**config.mk**
```make
export PLATFORM = sky130hd
export DESIGN_NAME = mod_n_updown_counter
export DESIGN_NICKNAME = d
export VERILOG_FILES = /design/src/rtl/mod_n_updown_counter.sv
export SDC_FILE = /design/constraint.sdc
export NUM_CORES = 1
export LEC_CHECK = 0
export CORE_MARGIN = 2
export CORE_UTILIZATION = 50
export CTS_CLUSTER_DIAMETER = 60
export CTS_CLUSTER_SIZE = 12
export DETAILED_ROUTE_END_ITERATION = 10
export PLACE_DENSITY = 0.86
export SYNTH_ARGS = -nofsm -noshare
export SYNTH_HDL_FRONTEND = slang
export SYNTH_SLANG_ARGS = --single-unit
```
**constraint.sdc**
```tcl
create_clock -name clk -period 2 [get_ports clk]
set_clock_uncertainty 0.05 [all_clocks]
set_input_delay 0.4 -clock clk [delete_from_list [all_inputs] [get_ports clk]]
set_output_delay 0.4 -clock clk [all_outputs]
set_load 0.03 [all_outputs]
```
**src/rtl/mod_n_updown_counter.sv**
```systemverilog
// Modulo-N up/down counter with a parallel load, and two set buttons that auto-repeat while held.
// The count always stays within [MIN_VALUE, MIN_VALUE+MODULUS-1].
module mod_n_updown_counter #(
  parameter int WIDTH        = 3,
  parameter int MODULUS      = 6,
  parameter int MIN_VALUE    = 0,
  parameter int RESET_VALUE  = 0,
  parameter int REPEAT_DELAY = 8,
  parameter int REPEAT_RATE  = 2
) (
  input  logic             clk,
  input  logic             rst,
  input  logic             en,
  input  logic             dec,
  input  logic             load,
  input  logic [WIDTH-1:0] load_val,
  input  logic             adj_up,
  input  logic             adj_dn,
  output logic [WIDTH-1:0] count,
  output logic             carry,
  output logic             borrow,
  output logic             load_err
);

  // state  | meaning
  // IDLE   | no button held (or both held)
  // HOLD   | first step taken, waiting REPEAT_DELAY cycles
  // REPEAT | auto-stepping every REPEAT_RATE cycles
  typedef enum logic [1:0] {IDLE = 2'd0, HOLD = 2'd1, REPEAT = 2'd2} adj_state_t;

  localparam logic [WIDTH-1:0] MIN_V = WIDTH'(MIN_VALUE);
  localparam logic [WIDTH-1:0] MAX_V = WIDTH'(MIN_VALUE + MODULUS - 1);
  localparam logic [WIDTH-1:0] RST_V = WIDTH'(RESET_VALUE);
  localparam int TMAX = (REPEAT_DELAY > REPEAT_RATE) ? REPEAT_DELAY : REPEAT_RATE;
  localparam int TW   = (TMAX < 2) ? 1 : $clog2(TMAX);
  localparam logic [TW-1:0] DELAY_TC = TW'(REPEAT_DELAY - 1);
  localparam logic [TW-1:0] RATE_TC  = TW'(REPEAT_RATE - 1);

  adj_state_t       state;
  logic [TW-1:0]    timer;
  logic             dir_q;
  logic             held, hdir, adj_active, flip, adj_step, load_ok;
  logic             at_max, at_min;
  logic [31:0]      load_off;
  logic [WIDTH-1:0] cnt_inc, cnt_dec;

  always_comb begin
    held       = adj_up ^ adj_dn;
    hdir       = adj_dn;
    adj_active = adj_up | adj_dn;
    flip       = held && (state != IDLE) && (hdir != dir_q);
    at_max     = (count == MAX_V);
    at_min     = (count == MIN_V);
    cnt_inc    = at_max ? MIN_V : count + WIDTH'(1);
    cnt_dec    = at_min ? MAX_V : count - WIDTH'(1);
    // Unsigned offset wraps negative values high, so one compare covers both bounds.
    load_off   = 32'(load_val) - 32'(MIN_VALUE);
    load_ok    = (load_off < 32'(MODULUS));
    adj_step   = 1'b0;
    case (state)
      IDLE:    adj_step = held;
      HOLD:    adj_step = held && (flip || timer == DELAY_TC);
      REPEAT:  adj_step = held && (flip || timer == RATE_TC);
      default: adj_step = 1'b0;
    endcase
  end

  // The FSM advances on adj_step even when a load overrides the count update.
  always_ff @(posedge clk or posedge rst) begin
    if (rst) begin
      state <= IDLE;
      timer <= '0;
      dir_q <= 1'b0;
    end else if (!held) begin
      state <= IDLE;
      timer <= '0;
    end else if (state == IDLE || flip) begin
      state <= HOLD;
      timer <= '0;
      dir_q <= hdir;
    end else if (adj_step) begin
      state <= REPEAT;
      timer <= '0;
    end else begin
      timer <= timer + TW'(1);
    end
  end

  always_ff @(posedge clk or posedge rst) begin
    if (rst) begin
      count    <= RST_V;
      carry    <= 1'b0;
      borrow   <= 1'b0;
      load_err <= 1'b0;
    end else begin
      carry    <= 1'b0;
      borrow   <= 1'b0;
      load_err <= 1'b0;
      if (load) begin
        if (load_ok) count <= load_val;
        else         load_err <= 1'b1;
      end else if (adj_step) begin
        count <= hdir ? cnt_dec : cnt_inc;
      end else if (!adj_active && en) begin
        if (dec) begin
          count  <= cnt_dec;
          borrow <= at_min;
        end else begin
          count <= cnt_inc;
          carry <= at_max;
        end
      end
    end
  end

endmodule

```
==> impl_metrics.ini <==
[detailed_routing]
wire_per_inst_um = 17.5
num_vias = 775
viasPerCell = 6.15
drc = 0
drt_pass1_iterations = 4
drt_iter0_drc = 13
ant_nets = 0
wl_um = 2210

[synthesis]
post_synth_num_cell_types = 35
ys_warn_count = 0
avgSynthCellArea_um2 = 9.96
synth.area.top_cells = dfrtp_1 (37%), ha_1 (9.2%), mux2i_1 (3.7%)
netlist.area_leader.share_pct = 36.8
synth-edff-count = 0
synth_flop_cell = dfrtp_1
synthCells = 82
synth_seq_area_share_pct = 36.8
ys_ff_latch = 12
syn_area_um2 = 817
synthArstFlopShare_pct = 100
yosys.area.top_type = dfrtp_1
synth_nets = 98

[floorplanning]
die_h_um = 44.4
num_rows = 14
start_util_pct = 53.6
die_area_um2 = 1970
pin_count = 16
dieWidth_um = 44.4
coreArea_um2 = 1520

[global_routing]
antenna_found_initial = 0
grt_max_degree = 13
grt_pass1_vias = 756
grt_overflow = 0
gr-usage-all-layers_pct = 25.6
grt_pass1_wl_um = 3530

[placed_design]
place_worst_setup_slack_ns = -0.506
post-dp-hpwl_um = 1590
port_buffers = 15
place_congestion = 0.902

[power]
vdd.ir_drop.worst_uv = 509
power_switching_w = 0.000359
power_frac_seq_pct = 34.6
leakage_nw = 0.524
internal_power_w = 0.000576
clock_power_share_pct = 22.2
p_per_area_nw_per_um2 = 807
comb_power_share_pct = 43.2
p_sw_share_pct = 38.4

[clocking]
path_clk_slew_ns = 0.09
h-tree-depth = 1
cts-root-buf = clkbuf_4
cts_buffer_depth = 2
cts_buffers = 3
cts-hold-fix-buffers = 0
cts_sinks = 12
clock_latency_ns = 0.29
cts_tree = built

[sta]
slew_violations = 0
timing.setup.tns_ns = 0
period_share_pct = 98.2
worst_pin_slew_ns = 0.490
fmax_mhz = 509
post-route-min-period_ns = 1.96
rsz0062_at_grt = false
hold_viol = 0
finalSetupViolCount = 0
fin_ws_ns = 0.0353
max_slew_margin_pct = 67.3

[cells_and_area]
syn2layout_area_growth_pct = 41.8
utilization_pct = 76.0
drive_gt1_share_pct = 35.5
multi_input_area_um2 = 539
num-nets-final = 127
antennaDiodeCount = 0
regArea_um2 = 300
layout_common_cells = dfrtp_1 (12), clkdlybuf4s50_1 (12), buf_4 (11)
fillCellCount = 105

[worst_setup_path]
crit_type = reg -> out
path_cells = clkdlybuf4s50_1
cp_slowest_cell = clkdlybuf4s50_1
cp_max_fo = 9
critPathRequiredTime_ns = 1.55
start_kind = flop
r2r_slack_ns = 0.09
arrival_ns = 1.51
critPathMaxStageDelay_ns = 0.73
cp_top_family = buffers and inverters
critPathCaptureType = output pin
worst-path-buf-inv = 1

[status]
status = finished, final reports clean

[worst_hold_path]
min_path_type = in -> async

[job]
drv_cap = 0
## layer usage
layer	wire length [um]	track usage, %	part of all wire (%)
met4	97	12.7	4.4
met3	104	5.31	4.7
met2	1060	39.1	48
met1	951	34.2	43
met5	0	0	0
## cell families (layout without fill, tap and decap cells)
logic type | count (synthesis) | in the layout | synth area share (%)
buf+inv | 10 | 38 | 4.75
flops | 12 | 12 | 36.8
simple gates | 32 | 32 | 22.5
fa+ha+maj | 6 | 6 | 9.19
mux | 6 | 6 | 8.27
xor+xnor | 2 | 2 | 2.14
compound gates | 14 | 14 | 16.4
## stage by stage
step | hold WS, ns | cells | cell area, um2 | power, W
6_report | 0.371 | 126 | 1160 | 0.000936
2_1_floorplan | 0.215 | 82 | 817 | 0.000545
3_5_place_dp | 0.452 | 121 | 1050 | 0.000694
4_1_cts | 0.401 | 125 | 1120 | 0.000902
3_3_place_gp | 0.435 | 121 | 1050 | 0.000668
5_1_grt | 0.412 | 126 | 1160 | 0.000980
## what timing repair did
action,CTS,global route
buffers inserted,0,1
setup endpoints to repair,7,6
pin swaps,6,4
resized for setup,7,8
## Yosys cell counts (all sizes together), types with 2 or more instances
| cell type | instances |
|---|---|
| and2 | 2 |
| inv | 8 |
| mux2i | 3 |
| nor4 | 3 |
| and3b | 2 |
| nand2 | 7 |
| xor2 | 2 |
| mux2 | 3 |
| dfrtp | 12 |
| nor2 | 7 |
| nor3 | 3 |
| nor2b | 2 |
| nor3b | 3 |
| o311a | 2 |
| ha | 6 |
| a211oi | 2 |
| o21ai | 2 |
| a41oi | 2 |
## power by group through the flow
stage	clock [W]	sequential, W	combinational, W
finish	0.000207	0.000324	0.000404
floorplan	0	0.000341	0.000205
detailed placement	0	0.000326	0.000368
global placement	0	0.000321	0.000346
global route	0.000213	0.000329	0.000439
CTS	0.000200	0.000322	0.000380
## cell type report
type                    instances  share of cell area, %
clock buffers                   4                   3.13
inverters                       8                   2.59
repair buffers                 26                   20.1
flip-flops and latches         12                   25.9
multi-input cells              60                   46.5
well taps                      16                   1.73
## flip-flops by register name, summed over array words and instances (netlist names)
| signal | flops |
|---|---|
| count | 3 |
| timer | 3 |
| state | 2 |
| borrow | 1 |
| carry | 1 |
| dir_q | 1 |
| load_err | 1 |
## final timing paths
| check | start | end | depth (start not counted) |
|---|---|---|---|
| max reg2reg | state[0]$_DFFE_PP0P_ | count[0]$_DFFE_PP0P_ | 7 |
| min in group clk | timer[0]$_DFF_PP0_ | timer[0]$_DFF_PP0_ | 1 |
| max in group asynchronous | rst | borrow$_DFF_PP0_ | 2 |
| min | rst | timer[0]$_DFF_PP0_ | 2 |
| min reg2reg | timer[0]$_DFF_PP0_ | timer[0]$_DFF_PP0_ | 1 |
| max | count[1]$_DFFE_PP0P_ | count[1] | 1 |
Note: power is estimated with default switching activity, not from simulation.
